`src/rtl/urx_frame_dec.sv`:
```
// urx_frame_dec: assembles 5-byte command frames from the UART receive byte
// stream, verifies the additive checksum and presents the decoded fields to
// the command/register layer.
//
// Frame: HEAD, CMD, ADDR, DATA, CHK   with CHK = (CMD + ADDR + DATA) mod 256
//
// Ports:
//   clk_sys   in   system clock (100 MHz)
//   rst_n     in   asynchronous active-low reset
//   pluse_us  in   one-cycle pulse every microsecond
//   rx_data   in   [7:0] received byte, qualified by rx_vld
//   rx_vld    in   one-cycle byte strobe
//   cmd_type  out  [7:0] command byte of the last good frame
//   cmd_addr  out  [7:0] address byte of the last good frame
//   cmd_data  out  [7:0] data byte of the last good frame
//   cmd_vld   out  one-cycle strobe: good frame decoded
//   err_chk   out  one-cycle strobe: checksum mismatch
//   err_tmo   out  one-cycle strobe: inter-byte timeout, partial frame dropped
//   busy      out  a frame is partially received
//
// state  | meaning
// -------+-------------------------------------------------
// S_IDLE | hunting for HEAD, other bytes dropped
// S_CMD  | waiting for the command byte
// S_ADDR | waiting for the address byte
// S_DATA | waiting for the data byte
// S_CHK  | waiting for the checksum byte
module urx_frame_dec #(
  parameter logic [7:0]  HEAD       = 8'hA5,
  parameter logic [15:0] TIMEOUT_US = 16'd1000
) (
  input  logic       clk_sys,
  input  logic       rst_n,
  input  logic       pluse_us,
  input  logic [7:0] rx_data,
  input  logic       rx_vld,
  output logic [7:0] cmd_type,
  output logic [7:0] cmd_addr,
  output logic [7:0] cmd_data,
  output logic       cmd_vld,
  output logic       err_chk,
  output logic       err_tmo,
  output logic       busy
);

  typedef enum logic [2:0] {
    S_IDLE,
    S_CMD,
    S_ADDR,
    S_DATA,
    S_CHK
  } state_t;

  state_t      state;
  logic [7:0]  t_cmd;
  logic [7:0]  t_addr;
  logic [7:0]  t_data;
  logic [15:0] tmo_cnt;
  logic [7:0]  chk_sum;
  logic        tmo_hit;

  assign chk_sum = t_cmd + t_addr + t_data;

  // Fires on the microsecond pulse that would bring the counter to
  // TIMEOUT_US, so err_tmo (registered) lands in the following cycle.
  // A byte arriving in the same cycle takes priority.
  assign tmo_hit = (state != S_IDLE) && !rx_vld && pluse_us &&
                   (tmo_cnt == TIMEOUT_US - 16'd1);

  always_ff @(posedge clk_sys or negedge rst_n) begin
    if (!rst_n) begin
      state    <= S_IDLE;
      t_cmd    <= 8'h00;
      t_addr   <= 8'h00;
      t_data   <= 8'h00;
      tmo_cnt  <= 16'd0;
      cmd_type <= 8'h00;
      cmd_addr <= 8'h00;
      cmd_data <= 8'h00;
      cmd_vld  <= 1'b0;
      err_chk  <= 1'b0;
      err_tmo  <= 1'b0;
      busy     <= 1'b0;
    end else begin
      cmd_vld <= 1'b0;
      err_chk <= 1'b0;
      err_tmo <= 1'b0;

      if (state == S_IDLE || rx_vld || tmo_hit) begin
        tmo_cnt <= 16'd0;
      end else if (pluse_us) begin
        tmo_cnt <= tmo_cnt + 16'd1;
      end

      if (tmo_hit) begin
        state   <= S_IDLE;
        busy    <= 1'b0;
        err_tmo <= 1'b1;
      end else if (rx_vld) begin
        case (state)
          S_IDLE: begin
            if (rx_data == HEAD) begin
              state <= S_CMD;
              busy  <= 1'b1;
            end
          end
          S_CMD: begin
            t_cmd <= rx_data;
            state <= S_ADDR;
          end
          S_ADDR: begin
            t_addr <= rx_data;
            state  <= S_DATA;
          end
          S_DATA: begin
            t_data <= rx_data;
            state  <= S_CHK;
          end
          S_CHK: begin
            if (rx_data == chk_sum) begin
              cmd_type <= t_cmd;
              cmd_addr <= t_addr;
              cmd_data <= t_data;
              cmd_vld  <= 1'b1;
            end else begin
              err_chk <= 1'b1;
            end
            state <= S_IDLE;
            busy  <= 1'b0;
          end
          default: begin
            state <= S_IDLE;
            busy  <= 1'b0;
          end
        endcase
      end
    end
  end

endmodule

```
`config.mk`:
```
export PLATFORM = sky130hd
export DESIGN_NAME = urx_frame_dec
export DESIGN_NICKNAME = d
export VERILOG_FILES = /design/src/rtl/urx_frame_dec.sv
export SDC_FILE = /design/constraint.sdc
export NUM_CORES = 1
export LEC_CHECK = 0
export ABC_AREA = 1
export CAP_MARGIN = 15
export CORE_ASPECT_RATIO = 0.9
export CORE_MARGIN = 2
export CORE_UTILIZATION = 50
export CTS_CLUSTER_SIZE = 16
export DETAILED_ROUTE_END_ITERATION = 6
export PLACE_DENSITY = 0.76
export SYNTH_ARGS = -nofsm -noshare
export SYNTH_HDL_FRONTEND = slang
export SYNTH_SLANG_ARGS = --single-unit
```
`constraint.sdc`:
```
create_clock -name clk_sys -period 6.1 [get_ports clk_sys]
set_input_delay 1.22 -clock clk_sys [delete_from_list [all_inputs] [get_ports clk_sys]]
set_output_delay 1.22 -clock clk_sys [all_outputs]
set_load 0.01 [all_outputs]
```
==> results by stage <==
Outcome:
- The run finished with clean final reports.

Global route:
- The number of global-route vias before repair is 2947.
- The first-pass GRT wire length is approximately 14000 um.
- The global route total overflow is 0.
- The maximum number of pins on one net before global-route repair is 72.
- The initial antenna violation count is 0.
- Across every metal layer, demand over resource in global routing totals 22.66%.

Floorplan:
- The cell row count is 29.
- The initial standard-cell utilization of the core is 52.32%.
- The die is 86.25 um tall.
- After floorplanning, the core was sized to cover 7184 um^2.
- The die is 95.39 um wide.
- The area of the die is 8227 um^2.
- During I/O placement, the number of pins put on the boundary was 40.

STA:
- The number of failing setup endpoints in the final timing report is 0.
- Hold is met by 0.4770 ns.
- The time the worst path needs with I/O delays and setup is around 3.4 ns.
- In this run the tightest slew margin relative to its limit is 33.62%.
- Setup repair after global routing left no endpoint under its margin.
- The final hold violation count is 0.
- The summed negative setup slack over all endpoints is 0 ns.
- The max-slew violation count is 0.
- The final clock period utilization by the worst path is 56.24%.
- Static timing analysis puts the maximum clock frequency at 291.5 MHz.
- The slew of the pin with the lowest slew margin is around 0.99 ns.
- For the final database, setup skew stands at 0.008984 ns.

CTS:
- The tree is rooted in a clkbuf_8.
- The quantity of gates resized following cts is 0.
- No sink is reached through more buffers than the 2 on the longest clock path.
- TritonCTS built the clock tree.
- The clock-pin slew on the worst setup and hold paths is 0.08 ns.
- The number of clock sinks is 71.
- The depth of the CTS H-tree is 3.
- The source-to-sink clock delay at the later pin of the worst-skew pair is 0.34 ns.
- The hold buffer count at CTS is 0.
- Counting the buffers created by CTS gives 9.
- Buffers added to address setup during post-CTS repair amount to 0.

Worst setup path:
- The critical path goes through fa_1 > ha_1 > fa_1 > or2_1 > nand3_1 > nand2_1 > nor2_1 > nand2_2 > nor2_8 > nand4_4 > nand2_1 > nand2_1.
- On the critical path, the stage with the largest delay is an instance of fa_1.
- The delay of the slowest cell on the worst path is 0.51 ns.
- The peak fanout along the critical path is 26.
- The cell seen most often among critical-path stages is nand2_1.
- The worst setup path is captured at a flip-flop.
- The data arrival time at the worst-slack endpoint is around 3.7 ns.
- STA puts the critical path data required time at 6.33 ns.
- STA classifies the critical path startpoint as a flip-flop.
- The critical path is of the reg2reg type.

Synthesis:
- The part of the Yosys area used for sequential elements is 47.27%.
- Of the post-synthesis cell area, the part taken by muxes is 0%.
- The area share of the leading cell type in the synthesized netlist is between 40% and 50%.
- The mean cell area of the mapped netlist is around 8.4 um^2.
- By area, the combinational part of the netlist is dominated by simple AND/OR/NAND/NOR gates.
- The top cell type by total area after synthesis is dfrtp_1.
- The cell area that synthesis handed to floorplanning was ~3800 um^2.
- The number of distinct library cells after synthesis is 34.
- The area fraction in compound gates after synthesis is 7.324%.
- Synthesis inferred 71 register bits.
- The warning count from the yosys run is 0.
- The total nets after synthesis is approximately 470.
- The fraction of synthesized cell area in xor and xnor cells is 2.497%.
- The area share of fa/ha/maj cells after synthesis is under 10%.
- The cell count after synthesis came out at around 450.
- Summing the areas of all and, or, nand and nor instances in the mapped netlist gives 28.89% of the synthesized area.
- Sorting the synthesized cells by area gives the leading types as dfrtp_1 47%, nand2_1 14%, nand4_1 5.7%.

Layout:
- After filler insertion, the fill cell instance count of the layout stands at 620.
- Leaving out fill and tap cells, the most frequent cells in the layout are 137 x nand2_1, 71 x dfrtp_1, 46 x inv_1.
- The layout overhead on the synthesized area is 16.78%.
- For this run, the share of the core covered by cells in the final layout is 61.09%.
- After the last flow step, the layout net total stands at 513.
- The library cell used most frequently in the layout, excluding fill and tap cells, is nand2_1.
- The post-layout instance count excluding filler cells is 584.
- The final instance area is 4389 um^2.
- Cells with a size suffix above 1 make up 8.147% of the layout.
- The final antenna diode count is 0.

Placed design:
- The placed instance count is 568.
- Once placement finished, the instance area stood at about 4200 um^2.
- The sum of net half-perimeters after detailed placement is about 5900 um.
- The final RePlAce weighted congestion is 0.9189.
- Input and output buffers added on the ports amount to 39.

Pwr:
- Across the VDD grid, the largest voltage drop is 0.0002783 V.
- Power spread over the standard cell area amounts to between 500 and 600 nW/um^2.
- In this run the static leakage power is roughly 2.2 nW.

Run:
- The max-cap violation count is 0.

Drt:
- The DRC violation count after routing is 0.
- The detailed router finished its first iteration with between 200 and 300 violations.
- The total wirelength of the detailed-routed design is 8376 um.
- The remaining antenna violation count is 0.
- The ratio of routed vias to standard cells is 5.378.
- For this block, the via count after detailed routing is 3141.
- The average detailed-routed wire length per instance is approximately 14 um.
- The first detailed-routing pass ran for 5 iterations.

Worst hold path:
- The type of the tightest min-delay check is reg2reg.
## kinds of logic (layout without fill, tap and decap cells)
kind of cell,count (synthesis),in the layout
compound gates,52,52
xor+xnor,9,9
fa+ha+maj,15,15
buf+inv,66,110
flops,71,71
simple gates,234,234
## cells in the mapped netlist (all sizes together)
| master | instances |
|---|---|
| xor2 | 2 |
| dfrtp | 71 |
| nand3b | 1 |
| o22ai | 1 |
| nor3 | 8 |
| fa | 8 |
| nand4 | 35 |
| nor2 | 25 |
| clkbuf | 3 |
| or2 | 2 |
| o21ai | 34 |
| nor4 | 1 |
| nand2 | 143 |
| inv | 54 |
| a21oi | 16 |
| o21a | 1 |
| ha | 7 |
| nand3 | 19 |
| buf | 9 |
| xnor2 | 7 |
## worst paths after layout
kind | cells after the start | start | slack, ns | to
min reg2reg | 2 | cmd_type[7] | 0.48 | cmd_type[7]
max | 12 | t_cmd[1] | 2.67 | cmd_type[1]
min | 2 | cmd_type[7] | 0.48 | cmd_type[7]
max reg2reg | 12 | t_cmd[1] | 2.67 | cmd_type[1]
max in group asynchronous | 2 | rst_n | 4.44 | state[0]
min in group asynchronous | 2 | rst_n | 1.09 | cmd_addr[2]
## per-stage QoR
step | total power [W] | setup slack, ns
floorplan | 0.001600 | 3.406
global placement | 0.001773 | 2.585
detailed placement | 0.001815 | 2.463
CTS | 0.002211 | 2.652
global route | 0.002404 | 2.425
finish | 0.002201 | 2.669
## critical path, delay by kind of cell (launching register included)
family	cells	cell delay (ns)
fa+ha+maj	3	1.23
flops	1	0.44
simple gates	9	1.63
## power by group
group | internal, W | switching (W)
registers | 0.000567 | 0.000108
logic | 0.000420 | 0.000730
clock network | 0.000191 | 0.000186
## state kept, by name, summed over array words and instances, names as in the netlist
name / flops
cmd_type: 8
t_addr: 8
cmd_addr: 8
err_tmo: 1
t_cmd: 8
t_data: 8
cmd_data: 8
cmd_vld: 1
state: 3
busy: 1
tmo_cnt: 16
err_chk: 1
## layer usage
metal	track usage (%)	share of wire [%]
met1	32.79	46
met2	33.99	47
met3	4.696	5.6
met4	8.312	1.5
met5	0	0
## cell type report
cell class                 count  area (um^2)  area share (%)
timing repair buffer          40        392.9           8.951
sequential                    71         1777           40.48
tap                           93        116.4           2.651
clock inverter                 6        70.07           1.596
multi-input combinational    310         1703           38.80
inverter                      54        202.7           4.618
clock buffer                  10        127.6           2.908
(Power assumes the default switching activity.)
